**config.mk**
```make
export PLATFORM = sky130hd
export DESIGN_NAME = as_gpio_test_monitor
export DESIGN_NICKNAME = d
export VERILOG_FILES = /design/src/rtl/as_pack.sv /design/src/rtl/as_sat_counter.sv /design/src/rtl/as_gpio_test_monitor.sv
export SDC_FILE = /design/constraint.sdc
export NUM_CORES = 1
export LEC_CHECK = 0
export CORE_ASPECT_RATIO = 0.5
export CORE_MARGIN = 2
export CORE_UTILIZATION = 40
export DETAILED_ROUTE_END_ITERATION = 7
export PLACE_DENSITY = 0.68
export SLEW_MARGIN = 20
export SYNTH_ARGS = -nofsm -noshare
export SYNTH_HDL_FRONTEND = slang
export SYNTH_SLANG_ARGS = --single-unit
```
**constraint.sdc**
```tcl
create_clock -name clk_i -period 2.1 [get_ports clk_i]
set_input_delay 0.42 -clock clk_i [delete_from_list [all_inputs] [get_ports clk_i]]
set_output_delay 0.42 -clock clk_i [all_outputs]
set_load 0.03 [all_outputs]
```
**src/rtl/as_pack.sv**
```systemverilog
// rtl/as_pack.sv - shared types and constants for the as_* core support blocks
package as_pack;

  localparam int unsigned nr_gpios = 16;

  localparam int unsigned TM_PASS_CODE = 1;
  localparam int unsigned TM_PROG_CODE = 4;

  typedef enum logic [2:0] {
    TM_IDLE = 3'd0,
    TM_RUN  = 3'd1,
    TM_PASS = 3'd2,
    TM_FAIL = 3'd3,
    TM_TOUT = 3'd4
  } tm_state_t;

  typedef enum logic [1:0] {
    TM_NONE     = 2'd0,
    TM_BADCODE  = 2'd1,
    TM_UNDERRUN = 2'd2,
    TM_TIMEOUT  = 2'd3
  } tm_reason_t;

endpackage

```
**src/rtl/as_sat_counter.sv**
```systemverilog
// rtl/as_sat_counter.sv - up counter with synchronous clear that holds at all-ones
module as_sat_counter #(
  parameter int unsigned W = 8
) (
  input  logic         clk_i,
  input  logic         rst_i,
  input  logic         clr_i,
  input  logic         inc_i,
  output logic [W-1:0] cnt_o
);

  logic [W-1:0] cnt_q, cnt_d;

  always_comb begin
    cnt_d = cnt_q;
    if (clr_i) begin
      cnt_d = '0;
    end else if (inc_i && (cnt_q != '1)) begin
      cnt_d = cnt_q + 1'b1;
    end
  end

  always_ff @(posedge clk_i or negedge rst_i) begin
    if (!rst_i) begin
      cnt_q <= '0;
    end else begin
      cnt_q <= cnt_d;
    end
  end

  assign cnt_o = cnt_q;

endmodule

```
**src/rtl/as_gpio_test_monitor.sv**
```systemverilog
// rtl/as_gpio_test_monitor.sv - classifies firmware GPIO writes into a PASS/FAIL/TIMEOUT verdict
module as_gpio_test_monitor
  import as_pack::*;
#(
  parameter int unsigned              DATA_W         = nr_gpios,
  parameter logic [DATA_W-1:0]        PASS_CODE      = DATA_W'(TM_PASS_CODE),
  parameter logic [DATA_W-1:0]        PROG_CODE      = DATA_W'(TM_PROG_CODE),
  parameter int unsigned              CNT_W          = 8,
  parameter int unsigned              TOUT_W         = 20,
  parameter int unsigned              TIMEOUT_CYCLES = 100000
) (
  input  logic              clk_i,
  input  logic              rst_i,
  input  logic              enable_i,
  input  logic              clear_i,
  input  logic [CNT_W-1:0]  exp_progress_i,
  input  logic              cs_i,
  input  logic [DATA_W-1:0] gpio_i,
  output tm_state_t         state_o,
  output logic              done_o,
  output logic              pass_o,
  output tm_reason_t        reason_o,
  output logic [DATA_W-1:0] fail_code_o,
  output logic [CNT_W-1:0]  progress_o,
  output logic [DATA_W-1:0] last_code_o
);

  if (PASS_CODE == PROG_CODE) begin : g_bad_codes
    $error("as_gpio_test_monitor: PASS_CODE must differ from PROG_CODE");
  end
  if (64'(TIMEOUT_CYCLES) >= (64'd1 << TOUT_W)) begin : g_bad_tout
    $error("as_gpio_test_monitor: TIMEOUT_CYCLES does not fit in TOUT_W bits");
  end

  localparam bit                TOUT_EN   = (TIMEOUT_CYCLES != 0);
  localparam logic [TOUT_W-1:0] TOUT_LAST = TOUT_EN ? TOUT_W'(TIMEOUT_CYCLES - 1) : '0;

  tm_state_t         state_q, state_d;
  tm_reason_t        reason_q, reason_d;
  logic [DATA_W-1:0] fail_q, fail_d;
  logic [DATA_W-1:0] last_q, last_d;

  logic              prog_clr, prog_inc;
  logic              tmr_clr, tmr_inc;
  logic [CNT_W-1:0]  prog_cnt;
  logic [TOUT_W-1:0] tmr_cnt;

  as_sat_counter #(.W(CNT_W)) u_progress (
    .clk_i (clk_i),
    .rst_i (rst_i),
    .clr_i (prog_clr),
    .inc_i (prog_inc),
    .cnt_o (prog_cnt)
  );

  as_sat_counter #(.W(TOUT_W)) u_idle_timer (
    .clk_i (clk_i),
    .rst_i (rst_i),
    .clr_i (tmr_clr),
    .inc_i (tmr_inc),
    .cnt_o (tmr_cnt)
  );

  always_comb begin
    state_d  = state_q;
    reason_d = reason_q;
    fail_d   = fail_q;
    last_d   = last_q;
    prog_clr = 1'b0;
    prog_inc = 1'b0;
    tmr_clr  = 1'b0;
    tmr_inc  = 1'b0;

    if (clear_i) begin
      state_d  = TM_IDLE;
      reason_d = TM_NONE;
      fail_d   = '0;
      last_d   = '0;
      prog_clr = 1'b1;
      tmr_clr  = 1'b1;
    end else begin
      unique case (state_q)
        TM_IDLE: begin
          if (enable_i) begin
            state_d = TM_RUN;
            tmr_clr = 1'b1;
          end
        end
        TM_RUN: begin
          if (cs_i) begin
            last_d  = gpio_i;
            tmr_clr = 1'b1;
            if (gpio_i == PROG_CODE) begin
              prog_inc = 1'b1;
            end else if (gpio_i == PASS_CODE) begin
              if (prog_cnt >= exp_progress_i) begin
                state_d = TM_PASS;
              end else begin
                state_d  = TM_FAIL;
                reason_d = TM_UNDERRUN;
                fail_d   = PASS_CODE;
              end
            end else begin
              state_d  = TM_FAIL;
              reason_d = TM_BADCODE;
              fail_d   = gpio_i;
            end
          end else begin
            // A write in the would-be timeout cycle takes the branch above instead.
            tmr_inc = 1'b1;
            if (TOUT_EN && (tmr_cnt == TOUT_LAST)) begin
              state_d  = TM_TOUT;
              reason_d = TM_TIMEOUT;
            end
          end
        end
        default: begin
        end
      endcase
    end
  end

  always_ff @(posedge clk_i or negedge rst_i) begin
    if (!rst_i) begin
      state_q  <= TM_IDLE;
      reason_q <= TM_NONE;
      fail_q   <= '0;
      last_q   <= '0;
    end else begin
      state_q  <= state_d;
      reason_q <= reason_d;
      fail_q   <= fail_d;
      last_q   <= last_d;
    end
  end

  assign state_o     = state_q;
  assign done_o      = (state_q == TM_PASS) || (state_q == TM_FAIL) || (state_q == TM_TOUT);
  assign pass_o      = (state_q == TM_PASS);
  assign reason_o    = reason_q;
  assign fail_code_o = fail_q;
  assign progress_o  = prog_cnt;
  assign last_code_o = last_q;

endmodule

```
==> impl_metrics.tcl, run 1 <==
set metrics [dict create \
    outcome "finished clean" \
    groute.layer.met1.usage_pct 25.7 \
    netlist.top_cell.by_area "dfrtp_1" \
    post_synth_instance_area_mm2 0.00320 \
    global_route.peak_usage_layer "met2" \
    global_route.usage.met3_pct 5.55 \
    tritoncts "yes" \
    rows 22 \
    post_dp_cell_area_mm2 0.00447 \
    worstHoldPathType "primary input to async pin" \
    cap_viol_max_count 0 \
    worstPathArrival_ps 2320 \
    worst_path_largest_cell_delay_ps 460 \
    r2r_setup_slack_ps 20 \
    die_width_um 131 \
    drc 0 \
    fin_skew_ps 6.30 \
    postSynth.asyncResetShare_pct 100 \
    cts_inserted_buffers 9 \
    first_global_vias 2839 \
    synth_ff_type "dfrtp_1" \
    max-vdd-ir-drop_v 0.000540 \
    floorplan.die_area_mm2 0.00878 \
    setup_repair_after_global_routing_missed_its_margin "true" \
    place.detailed.hpwl_um 6220 \
    floorplan.initialDensity_pct 42.4 \
    slew_headroom_pct 59.8 \
    layout_setup_ws_ps 2.59 \
    num_vias 2875 \
    rr_startpoint "u_progress.cnt_o[0]$_DFFE_PN0P_" \
    synth_common_cells "dfrtp_1 (65), nor2_1 (30), a22o_1 (29)" \
    crit_path_most_repeated_cell "buf_4" \
    finalPower_mw 3.91 \
    synth.yosys.warnings 0 \
    synth_area_per_cell_um2 10.4 \
    dr.first_iter.drc_count 130 \
    grt_pass1_wl_um 13600 \
    slew_violations 0 \
    clk_latency_ps 340 \
    count_of_buffer_and_inverter_cells_on_the_critical_path 3 \
    cp_cell_sequence "clkdlybuf4s50_1, nor4_2, and4_4, buf_4, buf_4, o21ai_0, and2_4, a22o_1" \
    grtUsageMet2_pct 34.8 \
    final.period_utilization_pct 99.9 \
    maximum_number_of_pins_on_one_net_before_global_route_repair 31 \
    setup.worst_path.class "primary input to register" \
    cts-root-buf "clkbuf_16" \
    worst_setup_path_end_kind "register" \
    timing.final.crit_period_ps 2100 \
    ff2ff_path_depth 9 \
    synth_seq_area_share_pct 50.8 \
    count_of_pins_on_the_block_boundary 76 \
    hold_viol 0 \
    critical_path_startpoint "gpio_i[1]" \
    stdcell_area_mm2 0.00505 \
    fmax_mhz 477 \
    insertedDiodeCount 0 \
    finalSetupViolations 0 \
    synth-edff-count 0 \
    cts-htree-levels 3 \
    cp-start-kind "primary input" \
    critical_path.endpoint "last_code_o[12]$_DFFE_PN0P_" \
    fin_tns_setup_ps 0 \
    power_density_mw_per_mm2 775 \
    yosysUniqueCellTypes 46 \
    die_y_um 67.3 \
    cts.path.max_buffers 2 \
    worst_slew_pin_slew_ps 602 \
    grt_total_usage_pct 20.6 \
    syn-instance-count 308 \
    critical_path.top_delay_family "simple AND/OR/NAND/NOR gates" \
    worst-endpoint-required_ps 2320 \
    yosysMostFrequentCell "dfrtp_1" \
    ys_seq_elements 65 \
    vias_per_cell 5.20 \
    synth_fp_nets 347 \
    critical_path.max_fanout 10 \
    dpl_worst_slack_ps -696 \
    detail-route-antenna-nets 0 \
    crit-reg2reg-capture "fail_code_o[14]$_DFFE_PN0P_" \
    numPortBuffers 75 \
    finish.net_count 479 \
    cts.sink_count 65 \
    final_layout_size_suffix_gt1_share_pct 26.1 \
    finalWirelength_um 8600 \
    area_delta_synth_final_pct 57.8 \
    globalRouteOverflowTotal 0 \
    coreArea_mm2 0.00754 \
    cp_num_cells 8 \
    netlist.area_leader.share_pct 50.8 \
    finalWeightedCongestion 0.893 \
    drt_pre_antenna_iters 4 \
    critPathSlowestCell "clkdlybuf4s50_1" \
    cts.reportedPaths.clkPinSlew_ps 60 \
    drt-wirelength-per-cell_um 15.6 \
    antenna_found_initial 0 \
    synth.area.top_cells "dfrtp_1 (51%), a22o_1 (7.9%), ha_1 (3.9%), nor2_1 (3.5%), xor2_1 (3.0%)" \
    power.leakage_nw 2.24 \
]
==> worst min-delay path by stage <==
stage	startpoint	endpoint	slack [ps]	cells after the start
after floorplan	rst_i	fail_code_o[0]$_DFFE_PN0P_	120	0
after global placement	rst_i	u_idle_timer.cnt_o[12]$_DFFE_PN0P_	450	1
after detailed placement	rst_i	u_idle_timer.cnt_o[14]$_DFFE_PN0P_	460	1
after CTS	rst_i	u_idle_timer.cnt_o[12]$_DFFE_PN0P_	100	1
after global routing	rst_i	u_idle_timer.cnt_o[14]$_DFFE_PN0P_	130	1
final	rst_i	reason_o[0]$_DFFE_PN0P_	90	1
==> layer usage <==
layer	vias to the layer above	part of all wire [%]
li1	1386	-
met1	1418	45
met2	60	49
met3	11	3.9
met4	0	1.5
met5	-	0
==> logic make-up after synthesis <==
group / Yosys count / share of synthesized area, %
buffers and inverters: 29 / 3.52
and+or+nand+nor: 110 / 18.9
adders and majority gates: 10 / 3.91
muxes: 5 / 1.64
DFF: 65 / 50.8
AOI/OAI and AO/OA: 70 / 16.0
xor gates and xnor gates: 19 / 5.20
==> per-stage QoR <==
step / hold WS (ps) / util [%] / cells
after floorplan: 124 / - / 308
after global placement: 454 / 59.2 / 530
after detailed placement: 462 / 59.2 / 530
after CTS: 101 / 64.6 / 549
after global routing: 133 / 67.0 / 553
final: 90.7 / 67.0 / 553
==> placed cells by master, fill, tap and decap left out, types with 11 or more instances in the layout <==
cell,instances
dfrtp_1,63
clkdlybuf4s50_1,63
buf_4,53
nor2_1,30
a22o_1,29
nand2_1,16
inv_1,11
nand3_1,11
a21oi_1,11
xor2_1,11
==> cell type report <==
type | count | area (µm²)
Clock buffer | 9 | 225
Clock inverter | 7 | 71.3
Fill cell | 574 | 2490
Inverter | 16 | 60.1
Multi-Input combinational cell | 214 | 1690
Sequential cell | 65 | 1630
Tap cell | 108 | 135
Timing Repair Buffer | 134 | 1240
==> where the power goes <==
part	switching, mW	leakage (nW)	internal (mW)
registers	0.0681	0.890	1.35
clock network	0.555	0.137	0.914
logic	0.553	1.21	0.475
==> repair_timing <==
action | in CTS | in global routing
setup endpoints to repair | 29 | 49
setup buffers | 4 | 3
resized for setup | 16 | 36
pin swaps | 13 | 20
endpoints found under the hold margin | 0 | 0
cloned | 0 | 1
hold buffers | 0 | 0
==> registers in the layout, indices dropped and copies added, names as in the netlist <==
name,count
fail_code_o,16
last_code_o,16
reason_o,2
state_o,3
u_idle_timer.cnt_o,20
u_progress.cnt_o,8
No activity file was read; power rests on OpenSTA's default activity.
==> inputs of run 2 (changes only) <==
- PLACE_DENSITY: 0.68 -> 0.65
- clock period: 2.1 -> 2.3 ns (I/O delays scaled with it)
==> impl_metrics.tcl, run 2 (synthesized netlist as in run 1, its figures left out) <==
set metrics [dict create \
    dr.first_iter.drc_count 161 \
    insertedDiodeCount 0 \
    finalSetupViolations 0 \
    finalPower_mw 3.53 \
    fmax_mhz 443 \
    psw_mw 1.04 \
    fin_worst_hold_slack_ps 16.9 \
    floorplan.die_area_mm2 0.00878 \
    floorplan.initialDensity_pct 42.4 \
    power.leakage_nw 2.06 \
    first_global_vias 2819 \
    fillers 598 \
    power_density_mw_per_mm2 730 \
    outcome "finished clean" \
    final_cell_count_no_fill 539 \
    final_core_util_pct 64.1 \
    cap_viol_max_count 0 \
    slew_headroom_pct 46.8 \
    globalRouteOverflowTotal 0 \
    setup.worst_path.class "register to output pin" \
    clk_latency_ps 330 \
    slew_violations 0 \
    drt-wirelength-per-cell_um 15.6 \
    finalWeightedCongestion 0.902 \
    area_delta_synth_final_pct 51.0 \
    worstPathArrival_ps 1800 \
    cts-root-buf "clkbuf_16" \
    grt_total_usage_pct 20.1 \
    cp_num_cells 2 \
    coreArea_mm2 0.00754 \
    crit-reg2reg-capture "fail_code_o[0]$_DFFE_PN0P_" \
    numPortBuffers 75 \
    maximum_number_of_pins_on_one_net_before_global_route_repair 53 \
    critical_path_startpoint "state_o[2]$_DFFE_PN0P_" \
    max-vdd-ir-drop_v 0.000501 \
    worst_setup_path_end_kind "output pin" \
    finish.net_count 465 \
    drc 0 \
    mostFrequentLayoutCell "clkdlybuf4s50_1" \
    cts_inserted_buffers 9 \
    die_y_um 67.3 \
    multiInputGateArea_mm2 0.00162 \
    count_of_buffer_and_inverter_cells_on_the_critical_path 1 \
    antenna_found_initial 0 \
    hold_viol 0 \
    detail-route-antenna-nets 0 \
    ff2ff_path_depth 6 \
    tritoncts "yes" \
    cts.reportedPaths.clkPinSlew_ps 50 \
    p_comb_share_pct 24.9 \
    cp_cell_sequence "mux2_2, clkdlybuf4s50_1" \
    netSwitchingFraction_pct 29.6 \
    worst_path_largest_cell_delay_ps 590 \
    stdcell_area_mm2 0.00483 \
    r2r_setup_slack_ps 80 \
    final_cell_mix "clkdlybuf4s50_1 (73), dfrtp_1 (64), buf_4 (42), nor2_1 (30), a22o_1 (29)" \
    final_layout_size_suffix_gt1_share_pct 19.5 \
    count_of_pins_on_the_block_boundary 76 \
    worstHoldPathType "primary input to async pin" \
    placed_cells_incl_taps 522 \
    grt_pass1_wl_um 13400 \
    final.period_utilization_pct 98.2 \
    finalWirelength_um 8430 \
    cts.sink_count 65 \
    intPower_mw 2.48 \
    cts.path.max_buffers 2 \
    worst_slew_pin_slew_ps 789 \
    critical_path.max_fanout 7 \
    share_clk_of_total_power_pct 38.2 \
    worst-endpoint-required_ps 1840 \
    drt_pre_antenna_iters 4 \
    post_dp_cell_area_mm2 0.00438 \
    critPathSlowestCell "clkdlybuf4s50_1" \
    timing.final.crit_period_ps 2260 \
    num_vias 2856 \
    cp-start-kind "register" \
    die_width_um 131 \
    vias_per_cell 5.30 \
    cts.hold.buffers_added 0 \
    final-seq-area_mm2 0.00163 \
    fin_skew_ps 3.84 \
    rr_startpoint "state_o[1]$_DFFE_PN0P_" \
    cts-htree-levels 3 \
    rows 22 \
    power_frac_seq_pct 36.9 \
    cts_post_setup_buffers_inserted 0 \
    place.detailed.hpwl_um 5970 \
    critical_path.top_delay_family "buffers and inverters" \
    largest_register_ffs 20 \
]
[run 2: how the worst max path moves through the flow]
stage / to / slack, ps
after floorplan: fail_code_o[2]$_DFFE_PN0P_ / 40
after global placement: fail_code_o[10]$_DFFE_PN0P_ / -550
after detailed placement: fail_code_o[12]$_DFFE_PN0P_ / -610
after CTS: fail_code_o[10]$_DFFE_PN0P_ / 30
after global routing: reason_o[1]$_DFFE_PN0P_ / -10
final: done_o / 40
[run 2: final cells by class]
cell class                 count  share of cell area, %
inverter                      16                   1.24
multi-input combinational    215                   33.5
clock inverter                 5                   1.14
tap                          108                   2.80
clock buffer                  11                   5.02
sequential                    65                   33.7
timing repair buffer         119                   22.7
[run 2: through the flow]
stage	TNS (ps)	setup WS [ps]
finish	0	41.6
global placement	-12800	-554
floorplan	0	39.2
CTS	0	26.1
detailed placement	-14290	-612
global route	-40.9	-14.5
[run 2: routing by layer]
layer	share of wire [%]	up-vias	wire [µm]	track usage (%)
li1	-	1369	-	-
met1	46	1407	3910	25.2
met2	47	66	3990	33.3
met3	4.7	14	395	7.13
met4	1.5	0	128	6.12
met5	0	-	0	0
[run 2: power groups by stage]
| stage | clock network [mW] | registers (mW) | logic [mW] |
|---|---|---|---|
| floorplan | 0 | 1.48 | 0.277 |
| finish | 1.35 | 1.30 | 0.879 |
| global placement | 0 | 1.32 | 0.835 |
| CTS | 1.36 | 1.30 | 0.865 |
| detailed placement | 0 | 1.32 | 0.853 |
| global route | 1.44 | 1.31 | 0.935 |
[run 2: timing repair]
item,in CTS,in global routing
endpoints found under the hold margin,0,0
cloned,0,1
gates resized for setup,6,15
setup endpoints to repair,17,20
pin swaps,1,13
==> inputs of run 3 (changes only) <==
- SKIP_CTS_REPAIR_TIMING: not set -> 1
==> impl_metrics.tcl, run 3 (synthesized netlist as in run 1, its figures left out) <==
set metrics [dict create \
    worst-endpoint-required_ps 1840 \
    timing.final.crit_period_ps 2250 \
    place.detailed.hpwl_um 5970 \
    worst_slew_pin_slew_ps 448 \
    globalRouteOverflowTotal 0 \
    area_delta_synth_final_pct 50.1 \
    crit-reg2reg-capture "fail_code_o[13]$_DFFE_PN0P_" \
    critPathSlowestCell "clkdlybuf4s50_1" \
    numPortBuffers 75 \
    rows 22 \
    final_cell_count_no_fill 539 \
    vias_per_cell 5.22 \
    highest_layer "met4" \
    die_y_um 67.3 \
    cts.reportedPaths.clkPinSlew_ps 50 \
    drt_pre_antenna_iters 4 \
    finish.net_count 465 \
    power.leakage_nw 2.05 \
    finalWirelength_um 8240 \
    grt_total_usage_pct 19.8 \
    mostFrequentLayoutCell "clkdlybuf4s50_1" \
    setup.worst_path.class "register to output pin" \
    finalSetupViolations 0 \
    tritoncts "yes" \
    slew_violations 0 \
    critical_path.top_delay_family "buffers and inverters" \
    count_of_buffer_and_inverter_cells_on_the_critical_path 1 \
    max-vdd-ir-drop_v 0.000502 \
    cp_num_cells 2 \
    drt-wirelength-per-cell_um 15.3 \
    critical_path.max_fanout 7 \
    final.period_utilization_pct 97.8 \
    cts_inserted_buffers 9 \
    floorplan.initialDensity_pct 42.4 \
    wl_met3_um 387 \
    insertedDiodeCount 0 \
    cp_cell_sequence "mux2_2, clkdlybuf4s50_1" \
    stdcell_area_mm2 0.00480 \
    worst_path_largest_cell_delay_ps 590 \
    die_width_um 131 \
    grt_pass1_wl_um 13200 \
    cts-htree-levels 3 \
    ff2ff_path_depth 9 \
    final_cell_mix "clkdlybuf4s50_1 (74), dfrtp_1 (64), buf_4 (43), nor2_1 (30), a22o_1 (29)" \
    cap_viol_max_count 0 \
    clk_latency_ps 330 \
    hold_viol 0 \
    worstHoldPathType "primary input to async pin" \
    drc 0 \
    finalPower_mw 3.52 \
    met1_layer_wirelength_in_the_final_routing_um 3840 \
    cp-start-kind "register" \
    floorplan.die_area_mm2 0.00878 \
    count_of_pins_on_the_block_boundary 76 \
    dpl_worst_slack_ps -612 \
    finalWeightedCongestion 0.902 \
    antenna_found_initial 0 \
    final_layout_size_suffix_gt1_share_pct 18.8 \
    worst_setup_path_end_kind "output pin" \
    fin_skew_ps 4.14 \
    post_dp_cell_area_mm2 0.00438 \
    critical_path_startpoint "state_o[2]$_DFFE_PN0P_" \
    cts.path.max_buffers 2 \
    first_global_vias 2793 \
    met2WireLength_um 3940 \
    fin_tns_setup_ps 0 \
    coreArea_mm2 0.00754 \
    power_density_mw_per_mm2 733 \
    fmax_mhz 444 \
    maximum_number_of_pins_on_one_net_before_global_route_repair 53 \
    rr_startpoint "u_progress.cnt_o[0]$_DFFE_PN0P_" \
    layout_setup_ws_ps 49.7 \
    largest_register_ffs 20 \
    placed_cells_incl_taps 522 \
    cts-root-buf "clkbuf_16" \
    outcome "finished clean" \
    dr.first_iter.drc_count 168 \
    fin_worst_hold_slack_ps 17.4 \
    critical_path.endpoint "done_o" \
    r2r_setup_slack_ps 200 \
    cts.sink_count 65 \
    final_core_util_pct 63.7 \
    num_vias 2811 \
    worstPathArrival_ps 1790 \
    slew_headroom_pct 69.8 \
    detail-route-antenna-nets 0 \
]
run 3: layer usage:
metal | track usage [%] | vias to the layer above
li1 | - | 1362
met1 | 25.3 | 1387
met2 | 32.4 | 56
met3 | 6.58 | 6
met4 | 5.85 | 0
met5 | 0 | -
run 3: worst min-delay path by stage:
| stage | slack, ps | cells past startpoint | to |
|---|---|---|---|
| 6_report | 20 | 1 | u_idle_timer.cnt_o[14]$_DFFE_PN0P_ |
| 5_1_grt | 30 | 1 | u_idle_timer.cnt_o[14]$_DFFE_PN0P_ |
| 4_1_cts | 30 | 1 | u_idle_timer.cnt_o[14]$_DFFE_PN0P_ |
| 3_5_place_dp | 380 | 1 | u_idle_timer.cnt_o[14]$_DFFE_PN0P_ |
| 3_3_place_gp | 380 | 1 | u_idle_timer.cnt_o[14]$_DFFE_PN0P_ |
| 2_1_floorplan | 160 | 0 | fail_code_o[0]$_DFFE_PN0P_ |
run 3: where the power goes:
part / switching, mW / internal, mW
clock: 0.484 / 0.863
sequential: 0.0690 / 1.23
combinational: 0.480 / 0.392
total: 1.03 / 2.49
run 3: worst register-to-register path, stage by stage, from the launching register on:
cell and delay, ps:
dfrtp_2 350, inv_1 40, ha_1 280, nand2b_4 150, a2111oi_4 360, o31ai_4 120
a21oi_2 230, a21oi_4 90, buf_12 170, a22o_1 220
run 3: final cells by class:
type                            count  area (µm²)
Fill cell                         600        2740
Timing Repair Buffer              120        1110
Sequential cell                    65        1630
Tap cell                          108         135
Inverter                           16        60.1
Multi-Input combinational cell    214        1570
Clock buffer                       11         243
Clock inverter                      5        55.1
